--- src/rtl/stream_fifo.sv ---
// Synchronous valid/ready stream FIFO with first-word fall-through, occupancy count and sticky overflow.
// Latency: a word pushed into an empty FIFO appears on out_data one cycle after the push edge.
// Backpressure: in_ready drops only when full and the consumer is not popping this cycle.
//
// Ports:
//   clk, reset_n        - single clock, asynchronous active-low reset
//   in_valid/in_ready   - write handshake, in_data is the write word
//   out_valid/out_ready - read handshake, out_data is the oldest stored word
//   count               - registered occupancy (0..DEPTH)
//   almost_full         - count >= AF_LEVEL
//   overflow            - sticky: set by a write attempt while in_ready is low
//   clear               - synchronous flush, overrides every other event
module stream_fifo #(
  parameter int WIDTH    = 8,
  parameter int DEPTH    = 4,
  parameter int AF_LEVEL = DEPTH - 1
) (
  input  logic                       clk,
  input  logic                       reset_n,
  input  logic                       in_valid,
  output logic                       in_ready,
  input  logic [WIDTH-1:0]           in_data,
  output logic                       out_valid,
  input  logic                       out_ready,
  output logic [WIDTH-1:0]           out_data,
  output logic [$clog2(DEPTH+1)-1:0] count,
  output logic                       almost_full,
  output logic                       overflow,
  input  logic                       clear
);

  localparam int CW = $clog2(DEPTH + 1);
  localparam int PW = $clog2(DEPTH);
  localparam logic [CW-1:0] FULL_CNT = CW'(DEPTH);
  localparam logic [CW-1:0] AF_CNT   = CW'(AF_LEVEL);
  localparam logic [PW-1:0] LAST_PTR = PW'(DEPTH - 1);

  logic [WIDTH-1:0] mem_q [DEPTH];
  logic [PW-1:0]    wr_ptr_q, wr_ptr_d;
  logic [PW-1:0]    rd_ptr_q, rd_ptr_d;
  logic [CW-1:0]    count_q, count_d;
  logic             overflow_q, overflow_d;
  logic             full;
  logic             push;
  logic             pop;

  // Explicit wrap at DEPTH-1 so non-power-of-two depths never index past the array.
  function automatic logic [PW-1:0] ptr_inc(input logic [PW-1:0] p);
    return (p == LAST_PTR) ? '0 : p + PW'(1);
  endfunction

  assign full        = (count_q == FULL_CNT);
  assign out_valid   = (count_q != '0);
  // When full, a simultaneous pop frees the slot the push will use.
  assign in_ready    = !full || out_ready;
  assign push        = in_valid && in_ready;
  assign pop         = out_valid && out_ready;
  assign out_data    = mem_q[rd_ptr_q];
  assign count       = count_q;
  assign almost_full = (count_q >= AF_CNT);
  assign overflow    = overflow_q;

  always_comb begin
    wr_ptr_d   = wr_ptr_q;
    rd_ptr_d   = rd_ptr_q;
    count_d    = count_q;
    overflow_d = overflow_q;
    if (clear) begin
      wr_ptr_d   = '0;
      rd_ptr_d   = '0;
      count_d    = '0;
      overflow_d = 1'b0;
    end else begin
      if (push) begin
        wr_ptr_d = ptr_inc(wr_ptr_q);
      end
      if (pop) begin
        rd_ptr_d = ptr_inc(rd_ptr_q);
      end
      case ({push, pop})
        2'b10:   count_d = count_q + CW'(1);
        2'b01:   count_d = count_q - CW'(1);
        default: count_d = count_q;
      endcase
      // The rejected word is simply dropped; only the flag records it.
      if (in_valid && !in_ready) begin
        overflow_d = 1'b1;
      end
    end
  end

  // reset_n is expected to be released synchronously to clk by the reset
  // distribution upstream, so the first high edge can already accept a push.
  always_ff @(posedge clk or negedge reset_n) begin
    if (!reset_n) begin
      wr_ptr_q   <= '0;
      rd_ptr_q   <= '0;
      count_q    <= '0;
      overflow_q <= 1'b0;
    end else begin
      wr_ptr_q   <= wr_ptr_d;
      rd_ptr_q   <= rd_ptr_d;
      count_q    <= count_d;
      overflow_q <= overflow_d;
    end
  end

  // Storage carries no reset; out_data is only meaningful while out_valid is high.
  always_ff @(posedge clk) begin
    if (push && !clear) begin
      mem_q[wr_ptr_q] <= in_data;
    end
  end

endmodule

--- config.mk ---
export PLATFORM = sky130hd
export DESIGN_NAME = stream_fifo
export DESIGN_NICKNAME = d
export VERILOG_FILES = /design/src/rtl/stream_fifo.sv
export SDC_FILE = /design/constraint.sdc
export NUM_CORES = 1
export LEC_CHECK = 0
export ABC_AREA = 1
export CAP_MARGIN = 20
export CORE_MARGIN = 2
export CORE_UTILIZATION = 52
export DETAILED_ROUTE_END_ITERATION = 8
export GPL_TIMING_DRIVEN = 0
export PLACE_DENSITY = 0.8
export SETUP_SLACK_MARGIN = 0.4
export SKIP_CTS_REPAIR_TIMING = 1
export SLEW_MARGIN = 30
export SYNTH_ARGS = -nofsm -noshare
export SYNTH_HDL_FRONTEND = slang
export SYNTH_SLANG_ARGS = --single-unit
--- constraint.sdc ---
create_clock -name clk -period 2.2 [get_ports clk]
set_input_delay 0.33 -clock clk [delete_from_list [all_inputs] [get_ports clk]]
set_output_delay 0.33 -clock clk [all_outputs]
set_load 0.03 [all_outputs]
Yosys cells after proc, flatten, opt, wreduce, memory -nomap -nowiden
Memories as Yosys holds them, arrays and structs flattened.
Cells that the tools add are included.
{"block": "word_totals", "memories": 1, "mem_bits_ro": 0, "ramBits": 32, "wordCells": 40, "regBits": 8, "latch_bits": 0, "input_bits": 13, "out_inout_bits": 15}
{"memory": "mem_q", "words": 4, "width": 8, "read_ports": 1, "rd_ports_with_merged_regs": 0, "write_ports": 1, "line": "38", "source": "logic [WIDTH-1:0] mem_q [DEPTH];"}
{"block": "op_classes", "muxes": 12, "n_eq_ne": 5, "n_reduce_logical": 13, "n_lt_le_gt_ge": 1, "n_shift": 0, "add_sub_neg": 4, "n_div": 0, "bitwise_logic": 0, "multipliers": 0}
{"operator": "two-way mux 2 bit", "count": 6}
{"operator": "== test 2 bit, second input constant", "count": 3}
{"operator": "one-hot mux 3 bit (2 select lines)", "count": 1}
{"operator": "nonzero test 2 bit", "count": 3}
{"operator": "nonzero test 3 bit", "count": 2}
{"operator": "adder 2 x 1 -> 2 bit, second input constant", "count": 2}
{"operator": "logical AND 1 bit", "count": 4}
{"operator": "two-way mux 1 bit", "count": 4}
{"operator": "adder 3 x 1 -> 3 bit, second input constant", "count": 1}
{"operator": "== test 3 bit, second input constant", "count": 1}
{"operator": "greater-or-equal comparator 3 x 2 -> 1 bit, second input constant", "count": 1}
{"operator": "zero test 1 bit", "count": 3}
{"operator": "two-way mux 3 bit", "count": 1}
{"operator": "subtractor 3 x 1 -> 3 bit, second input constant", "count": 1}
{"operator": "== test 2 x 1 -> 1 bit, second input constant", "count": 1}
{"operator": "logical OR 1 bit", "count": 1}

Logic depth before layout (Yosys ltp)
Gate-level depths: netlist (run 1).
{"block": "depth", "ltp_word": 7, "depth_mapped": 11, "ltp_nobuf": 11}

Worst setup path before layout (run 1)
OpenSTA, ideal clock, no wires.
{"block": "synth_path", "path_type": "reg2reg", "from": "reg count_q[0] (netlist: count[0])", "to": "reg count_q[2] (netlist: count[2])", "arrival_ps": 1893, "required_ps": 2082, "stages_incl_launch_ff": 12, "setup_time_ps": 118, "path_buffers": 0, "synth_period_minus_slack_ps": 2011, "slack_ps": 189, "path_cell_list": "dfrtp_1 > nor2_4 > nand2_2 > nand3_2 > inv_1 > fa_1 > xnor2_1 > inv_1 > nand2_1 > nand2_1 > nand3_1 > nand2_1"}
{"block": "synth_between", "word_cells_on_any_way": 13, "cone_classes": "add/sub (2); eq/ne (3); mux (2); reduce/logical (6)"}
{"element": "start: declaration", "line": "41", "source": "logic [CW-1:0] count_q, count_d;"}
{"element": "start signal: assignment", "line": "103", "source": "count_q <= count_d;"}
{"element": "nonzero test 3 bit *", "line": "53", "source": "assign out_valid = (count_q != '0);"}
{"element": "via out_valid", "line": "23", "source": "output logic out_valid,"}
{"element": "logical AND 1 bit *", "line": "57", "source": "assign pop = out_valid && out_ready;"}
{"element": "== test 2 x 1 -> 1 bit or == test 2 bit (tied branches)", "line": "80", "source": "case ({push, pop})"}
{"element": "one-hot mux 3 bit (2 select lines)", "line": "80"}
{"element": "two-way mux 3 bit", "line": "68", "source": "if (clear) begin"}
Mark *: on every way through the listed nets, which the timed path passes. The rest lies on a longest branch.
A chain may end at the register's enable or synchronous reset.

Final worst setup path (run 1)
{"block": "layout_path", "from": "in out_ready", "to": "mem mem_q[0][1] (enable)"}
{"block": "layout_between", "elab_chain_len": 5}
{"element": "start: declaration", "line": "24", "source": "input logic out_ready,"}
{"element": "logical OR 1 bit", "line": "55", "source": "assign in_ready = !full || out_ready;"}
{"element": "logical AND 1 bit", "line": "56", "source": "assign push = in_valid && in_ready;"}
{"element": "logical AND 1 bit", "line": "110", "source": "if (push && !clear) begin"}
{"element": "two-way mux 1 bit", "line": "110"}
{"element": "two-way mux 1 bit (not written as such)", "line": "111", "source": "mem_q[wr_ptr_q] <= in_data;"}
{"element": "end: declaration", "line": "38"}
Every way passes these cells.

==> results of run 1 <==
-- cell type report --
type / count / area (µm²)
buffer: 4 / 46.29
clock buffer: 6 / 51.30
clock inverter: 2 / 10.01
fill: 170 / 615.6
inverter: 15 / 71.32
multi-input combinational: 86 / 620.6
sequential: 40 / 1165
tap: 44 / 55.05
timing repair buffer: 42 / 459.2
timing repair inverter: 1 / 8.758
-- critical path, stage by stage --
cell,delay [ps]
clkdlybuf4s50_1,560
inv_1,100
nand3_2,130
nand3_1,170
nor2_1,700
-- per-stage QoR --
step	power (µW)	setup WS (ps)	instance area [µm²]	setup TNS (ps)	instances
2_1_floorplan	1591	360.7	1748	0	145
3_3_place_gp	1919	-87.80	2073	-1807	216
3_5_place_dp	1960	-181.0	2073	-3663	216
4_1_cts	2325	-422.9	2135	-2928	224
5_1_grt	2855	89.34	2487	0	240
6_report	2738	193.7	2487	0	240
-- cells by family after synthesis --
logic type                 count (synthesis)
and+or+nand+nor                           48
DFF                                       40
buffers and inverters                     19
xor gates and xnor gates                   1
adders and majority gates                  5
AOI/OAI and AO/OA                         32
-- report_power, final --
| group | internal, µW | leakage, µW | switching (µW) | total, µW |
|---|---|---|---|---|
| Clock | 152 | 0.0000380 | 233 | 385 |
| Combinational | 607 | 0.000596 | 759 | 1370 |
| Sequential | 894 | 0.000393 | 92.0 | 986 |
-- final timing paths --
kind | startpoint | end | slack (ps)
max | out_ready | mem_q[0][1] | 190
min | reset_n | rd_ptr_q[0] | 250
max in group asynchronous | reset_n | count[1] | 1650
max reg2reg | count[0] | count[2] | 260
min in group clk | overflow | overflow | 520
min reg2reg | overflow | overflow | 520
-- metal layers --
metal  up-vias  track usage [%]  share of wire, %
met5         -                0                 0
li1        612                -                 -
met3        10            6.513               6.1
met2        59            34.59                54
met4         0            6.991               1.7
met1       664            26.51                39
-- state kept, by name, indices dropped and copies added, names as in the netlist --
| signal | flops |
|---|---|
| mem_q | 32 |
| wr_ptr_q | 2 |
| count | 3 |
| rd_ptr_q | 2 |
| overflow | 1 |
-- cells in the final DEF (no fill, tap or decap), types with 4 or more instances in the layout --
cell / Yosys / routed
edfxtp_1: 32 / 32
clkdlybuf4s50_1: 0 / 13
nand2_1: 12 / 12
inv_1: 13 / 11
nor2_1: 22 / 11
buf_4: 0 / 11
buf_6: 0 / 10
o21ai_1: 3 / 10
nor2_4: 1 / 6
o22ai_2: 0 / 6
nor2_2: 0 / 6
dlymetal6s2s_1: 0 / 6
nand3_1: 5 / 5
clkbuf_4: 0 / 5
dfrtp_1: 8 / 5
o21ai_0: 15 / 4
o21ai_2: 1 / 4
ha_1: 4 / 4
==> results.py, run 1 <==
metrics = {
    "status": {
        "status": "completed",
    },
    "yosys": {
        "synthAdderAreaFrac_pct": 4.067,
        "synth_area_leaders": "edfxtp_1 56%, dfrtp_1 12%, nor2_1 4.8%",
        "synth-edff-count": 32,
        "async_flop_share_pct": 20.00,
        "synth_common_cells": "32 x edfxtp_1, 22 x nor2_1, 15 x o21ai_0",
        "ys_warn_count": 0,
        "synth_top_area_cell": "edfxtp_1",
        "synth_mux_area_share_pct": 0,
        "synth_nets": 163,
        "synth.most_common_cell": "edfxtp_1",
        "synth_top_family_by_area": "simple AND/OR/NAND/NOR gates",
        "synth_area_um2": 1723,
        "synthFlopType": "edfxtp_1",
        "synth-compound-area-share_pct": 10.31,
        "synth_xor_area_share_pct": 0.5084,
        "synth_seq_area_share_pct": 67.39,
        "synthCells": 145,
        "yosys.area.top_type_share_pct": 55.77,
        "synth_seq_cells": 40,
        "avgSynthCellArea_um2": 11.88,
        "yosys.area_share.simple_pct": 13.29,
        "ys_types": 21,
    },
    "worst_setup_path": {
        "critPathKind": "in -> reg",
        "r2r_cells": 11,
        "cp_max_fo": 8,
        "cp_data_required_time_ps": 2170,
        "worst_setup_path_start_kind": "input pin",
        "critPathArrivalTime_ps": 1980,
        "critPathCaptureType": "flip-flop",
    },
    "sta": {
        "tightestPinTransition_ps": 863.5,
        "finalClockSkew_ps": 17.84,
        "relSlewSlack_pct": 42.22,
        "period_needed_ps": 2006,
        "whs_ps": 252.4,
        "fin_crit_sh_pct": 91.19,
        "clock.fmax_mhz": 498.4,
        "setup_viol": 0,
        "finalHoldViolations": 0,
        "drv_slew": 0,
        "rsz0062_at_grt": "yes",
    },
    "final_layout": {
        "area_growth_pct": 44.37,
        "fin_nets": 213,
        "diodes": 0,
        "drive_above_1_share_pct": 37.76,
        "fin_util_pct": 80.16,
    },
    "routing": {
        "detail_route.wl_per_cell_um": 18.52,
        "avgViaCountPerCell": 5.604,
        "first_iter_violations": 101,
        "routed_wl_um": 4444,
        "vias": 1345,
        "drc": 0,
        "postRouteAntennaNets": 0,
        "first_pass_iters": 4,
    },
    "clock_tree": {
        "cts_tree": "built",
        "clock_path_buffers": 2,
        "htree_levels": 2,
        "cts_root_buf": "clkbuf_4",
        "clk_latency_ps": 350,
        "path_clk_slew_ps": 120,
        "cts_buffers": 5,
        "cts.sinks": 40,
    },
    "floorplanning": {
        "design.die.area_um2": 3790,
        "ios": 28,
        "core.rowCount": 20,
        "die_w_um": 61.56,
        "die_y_um": 61.56,
        "coreArea_um2": 3103,
        "initial_core_util_pct": 55.52,
    },
    "global_route": {
        "grt_pass1_vias": 1155,
        "grt_max_degree": 13,
        "antenna_found_initial": 0,
        "grtUsageTotal_pct": 20.99,
        "gr-total-overflow": 0,
        "grt_pass1_wl_um": 5444,
    },
    "pwr": {
        "p_leak_uw": 0.001027,
        "cellPowerDensity_nw_per_um2": 1101,
        "ir_drop_v": 0.0005758,
    },
    "job": {
        "drv_cap": 0,
    },
    "place": {
        "dp_hpwl_um": 2530,
        "io_buffers": 27,
        "gp_congestion": 0.7442,
    },
    "worst_hold_path": {
        "min_path_type": "in -> async",
    },
}
(Power assumes the default switching activity.)
==> run 2, diff against run 1 <==
- MAX_ROUTING_LAYER: not set -> met4
==> results.py, run 2 (synthesis results as in run 1) <==
metrics = {
    "status": {
        "status": "completed",
    },
    "floorplanning": {
        "initial_core_util_pct": 55.52,
        "die_w_um": 61.56,
        "coreArea_um2": 3103,
        "core.rowCount": 20,
        "design.die.area_um2": 3790,
        "die_y_um": 61.56,
        "ios": 28,
    },
    "worst_setup_path": {
        "cp_data_required_time_ps": 2180,
        "worst_setup_path_start_kind": "input pin",
        "critPathArrivalTime_ps": 2010,
        "rr_startpoint": "count[0]",
        "cp_max_fo": 8,
        "crit_buf_inv": 2,
        "critPathKind": "in -> reg",
        "crit_family": "simple AND/OR/NAND/NOR gates",
        "r2r_end": "mem_q[0][1]",
        "critPathCaptureType": "flip-flop",
        "path_cells": "clkdlybuf4s50_1 > inv_1 > nand3_2 > nand3_1 > nor2_1",
        "slowest_stage": "nor2_1",
        "max_stage_delay_ps": 720,
        "r2r_setup_slack_ps": 250,
        "r2r_cells": 4,
    },
    "sta": {
        "fin_crit_sh_pct": 92.16,
        "relSlewSlack_pct": 40.08,
        "period_needed_ps": 2028,
        "tns_ps": 0,
        "drv_slew": 0,
        "finalClockSkew_ps": 18.64,
        "tightestPinTransition_ps": 895.5,
        "setup_viol": 0,
        "finalHoldViolations": 0,
        "clock.fmax_mhz": 493.2,
        "rsz0062_at_grt": "yes",
    },
    "final_layout": {
        "top_register": "mem_q",
        "final_common_cell": "edfxtp_1",
        "diodes": 0,
        "largest_reg_flops": 32,
        "drive_above_1_share_pct": 37.76,
        "layout_common_cells": "32 x edfxtp_1, 13 x clkdlybuf4s50_1, 12 x nand2_1",
        "fin_nets": 213,
        "area_growth_pct": 44.37,
        "fin_util_pct": 80.16,
        "final_cell_area_um2": 2487,
        "nFillCells": 170,
    },
    "place": {
        "dp_hpwl_um": 2530,
        "gp_congestion": 0.7536,
        "io_buffers": 27,
        "dpl_cell_area_um2": 2073,
    },
    "clock_tree": {
        "htree_levels": 2,
        "path_clk_slew_ps": 120,
        "cts_root_buf": "clkbuf_4",
        "cts_tree": "built",
        "clock_path_buffers": 2,
        "clk_latency_ps": 360,
        "cts_buffers": 5,
        "cts.sinks": 40,
    },
    "routing": {
        "vias": 1330,
        "first_pass_iters": 4,
        "detail_route.wl_per_cell_um": 18.45,
        "avgViaCountPerCell": 5.542,
        "postRouteAntennaNets": 0,
        "first_iter_violations": 95,
        "routed_wl_um": 4427,
        "drc": 0,
    },
    "global_route": {
        "gr-total-overflow": 0,
        "grt_max_degree": 13,
        "grt_pass1_vias": 1155,
        "antenna_found_initial": 0,
        "grtUsageTotal_pct": 21.67,
        "grt_pass1_wl_um": 5444,
    },
    "pwr": {
        "p_leak_uw": 0.001027,
        "cellPowerDensity_nw_per_um2": 1101,
        "ir_drop_v": 0.0005709,
    },
    "job": {
        "drv_cap": 0,
    },
    "worst_hold_path": {
        "min_path_type": "in -> async",
    },
}
[run 2: worst max path at each step]
stage | start | endpoint | slack, ps | cells after the start
CTS | rd_ptr_q[0] | out_data[1] | -420 | 6
finish | out_ready | mem_q[0][1] | 170 | 5
global placement | out_ready | mem_q[3][6] | -90 | 5
floorplan | count[1] | count[2] | 360 | 11
global route | out_ready | mem_q[2][2] | 80 | 5
detailed placement | out_ready | mem_q[0][6] | -180 | 5
[run 2: area by class of cell]
cell class | instances | area (µm²) | area share [%]
plain buffers | 4 | 46.29 | 1.861
clock buffers | 6 | 51.30 | 2.062
clock inverters | 2 | 10.01 | 0.4024
inverters | 15 | 71.32 | 2.867
multi-input cells | 86 | 620.6 | 24.95
flip-flops and latches | 40 | 1165 | 46.83
well taps | 44 | 55.05 | 2.213
repair buffers | 42 | 459.2 | 18.46
repair inverters | 1 | 8.758 | 0.3521
[run 2: through the flow]
stage	setup slack [ps]	hold WS [ps]	total power [µW]	cells
4_1_cts	-422.9	272.2	2325	224
3_3_place_gp	-87.80	488.5	1919	216
3_5_place_dp	-181.0	490.1	1960	216
2_1_floorplan	360.7	34.41	1591	145
6_report	172.4	239.4	2739	240
5_1_grt	80.31	250.8	2851	240
[run 2: worst reg2reg max path, delay by kind of cell (launching register included)]
| family | cells | cell delay [ps] |
|---|---|---|
| DFF | 1 | 490 |
| and+or+nand+nor | 4 | 1080 |
[run 2: metal layers]
layer,vias up,share of wire (%),track usage (%),routed length (µm)
met5,-,0,-,0
met4,0,2.3,6.991,103
met3,12,6.1,6.513,271
met2,53,53,34.59,2368
met1,651,38,26.51,1683
li1,614,-,-,-
[run 2: power by group]
| group | internal [µW] | switching (µW) | total, µW |
|---|---|---|---|
| Clock | 152 | 236 | 388 |
| Combinational | 607 | 760 | 1370 |
| Sequential | 894 | 89.3 | 984 |
| Total | 1650 | 1090 | 2740 |
==> run 3, diff against run 2 <==
- CORE_ASPECT_RATIO: not set -> 0.75
- clock period: 2.2 -> 1.99 ns (I/O delays scaled with it)
==> results.py, run 3 (synthesis results as in run 1) <==
metrics = {
    "status": {
        "status": "completed",
    },
    "final_layout": {
        "final_cell_area_um2": 2606,
        "fin_util_pct": 80.92,
        "area_growth_pct": 51.27,
        "final_common_cell": "edfxtp_1",
        "layout_common_cells": "32 x edfxtp_1, 13 x buf_4, 12 x nand2_1",
        "largest_reg_flops": 32,
        "drive_above_1_share_pct": 43.43,
        "fin_cells": 238,
        "top_register": "mem_q",
        "fin_nets": 215,
        "diodes": 0,
    },
    "clock_tree": {
        "clk_latency_ps": 290,
        "cts_buffers": 5,
        "cts_tree": "built",
        "path_clk_slew_ps": 80,
        "clock_path_buffers": 2,
        "htree_levels": 2,
        "cts.sinks": 40,
        "cts_root_buf": "clkbuf_8",
    },
    "floorplanning": {
        "core.rowCount": 18,
        "design.die.area_um2": 3795,
        "coreArea_um2": 3221,
        "die_w_um": 70.47,
        "ios": 28,
        "die_y_um": 53.85,
        "initial_core_util_pct": 53.50,
    },
    "worst_setup_path": {
        "critPathKind": "reg -> reg",
        "cp_max_fo": 4,
        "worst_setup_path_start_kind": "flip-flop",
        "crit_path_frequent_cell": "nand2_1",
        "crit_buf_inv": 2,
        "critPathCaptureType": "flip-flop",
        "crit_family": "simple AND/OR/NAND/NOR gates",
        "slowest_stage": "dfrtp_2",
        "rr_startpoint": "count[0]",
        "cp_data_required_time_ps": 2180,
        "r2r_end": "count[2]",
        "critPathArrivalTime_ps": 2020,
        "r2r_cells": 11,
        "r2r_setup_slack_ps": 160,
        "path_cells": "nor2_4 > nand2_4 > nand3_4 > inv_2 > fa_2 > xnor2_2 > inv_1 > nand2_1 > nand2_1 > nand3_2 > nand2_1",
        "max_stage_delay_ps": 450,
    },
    "sta": {
        "tns_ps": 0,
        "fin_crit_sh_pct": 92.17,
        "tightestPinTransition_ps": 450.0,
        "rsz0062_at_grt": "yes",
        "finalHoldViolations": 0,
        "setup_ws_ps": 155.9,
        "clock.fmax_mhz": 545.2,
        "setup_viol": 0,
        "drv_slew": 0,
        "finalClockSkew_ps": 4.987,
        "period_needed_ps": 1834,
        "relSlewSlack_pct": 69.91,
    },
    "pwr": {
        "pwr-share-clk_pct": 20.1,
        "switchingPower_uw": 1206,
        "swShare_pct": 37.52,
        "p_leak_uw": 0.001098,
        "cellPowerDensity_nw_per_um2": 1234,
        "ir_drop_v": 0.0007067,
        "seqPwrFrac_pct": 33.6,
        "p_int_uw": 2008,
        "comb_power_share_pct": 46.3,
    },
    "global_route": {
        "grtUsageTotal_pct": 22.18,
        "grt_pass1_vias": 1255,
        "grt_max_degree": 13,
        "gr-total-overflow": 0,
        "antenna_found_initial": 0,
        "grt_pass1_wl_um": 5934,
    },
    "place": {
        "post-place-cells": 212,
        "io_buffers": 27,
        "gp_congestion": 0.7133,
        "dp_slack_ps": -201.0,
        "dp_hpwl_um": 2444,
        "dpl_cell_area_um2": 2135,
    },
    "routing": {
        "first_iter_violations": 148,
        "avgViaCountPerCell": 5.672,
        "vias": 1350,
        "first_pass_iters": 4,
        "postRouteAntennaNets": 0,
        "drc": 0,
        "routed_wl_um": 4541,
        "detail_route.wl_per_cell_um": 19.08,
    },
    "job": {
        "drv_cap": 0,
    },
    "worst_hold_path": {
        "min_path_type": "in -> async",
    },
}
## run 3: cell types whose count changed in the layout (fill, tap and decap cells not counted), moves of 3 or more
cell             before  now
nor2_4                6   11
o21ai_1              10    5
clkbuf_4              5    1
clkbuf_8              1    5
o21ai_2               4    8
clkdlybuf4s50_1      13   10
nor2_2                6    3
## run 3: cell type report
| type | count | area [µm²] |
|---|---|---|
| Buffer | 4 | 46.29 |
| Inverter | 15 | 66.31 |
| Multi-Input combinational cell | 86 | 684.4 |
| Clock buffer | 6 | 72.57 |
| Timing Repair Buffer | 45 | 485.5 |
| Tap cell | 40 | 50.05 |
| Sequential cell | 40 | 1166 |
| Clock inverter | 2 | 35.03 |
| Fill cell | 172 | 614.3 |
## run 3: how the worst max path moves through the flow
stage	from	endpoint	depth (start not counted)
detailed placement	out_ready	mem_q[0][1]	5
finish	count[0]	count[2]	11
global placement	out_ready	mem_q[0][1]	5
floorplan	count[1]	count[2]	11
CTS	rd_ptr_q[0]	out_data[3]	6
global route	count[0]	count[2]	11
## run 3: power groups by stage
stage	Combinational [µW]	Clock, µW	Sequential (µW)
finish	1490	647	1080
global route	1580	687	1090
CTS	1150	649	1080
detailed placement	1130	0	1090
global placement	1090	0	1080
floorplan	684	0	1130
## run 3: routing by layer
| layer | part of all wire (%) | global-route usage (%) | wire length (µm) | vias to the layer above |
|---|---|---|---|---|
| met5 | 0 | - | 0 | - |
| met1 | 42 | 26.74 | 1902 | 682 |
| met2 | 50 | 37.11 | 2290 | 50 |
| met3 | 6.3 | 5.431 | 286 | 6 |
| met4 | 1.4 | 8.654 | 62 | 0 |
| li1 | - | - | - | 612 |
## run 3: through the flow
| step | power [µW] | hold WS (ps) |
|---|---|---|
| after global routing | 3363 | 329.1 |
| after CTS | 2872 | 307.5 |
| after floorplan | 1814 | 2.909 |
| final | 3215 | 317.4 |
| after detailed placement | 2220 | 483.7 |
| after global placement | 2177 | 484.1 |
## run 3: worst register-to-register path, cell delays in order, from the launching register on
cell and delay [ps]:
dfrtp_2 450, nor2_4 190, nand2_4 90, nand3_4 100, inv_2 50, fa_2 380
xnor2_2 170, inv_1 60, nand2_1 60, nand2_1 60, nand3_2 60, nand2_1 50
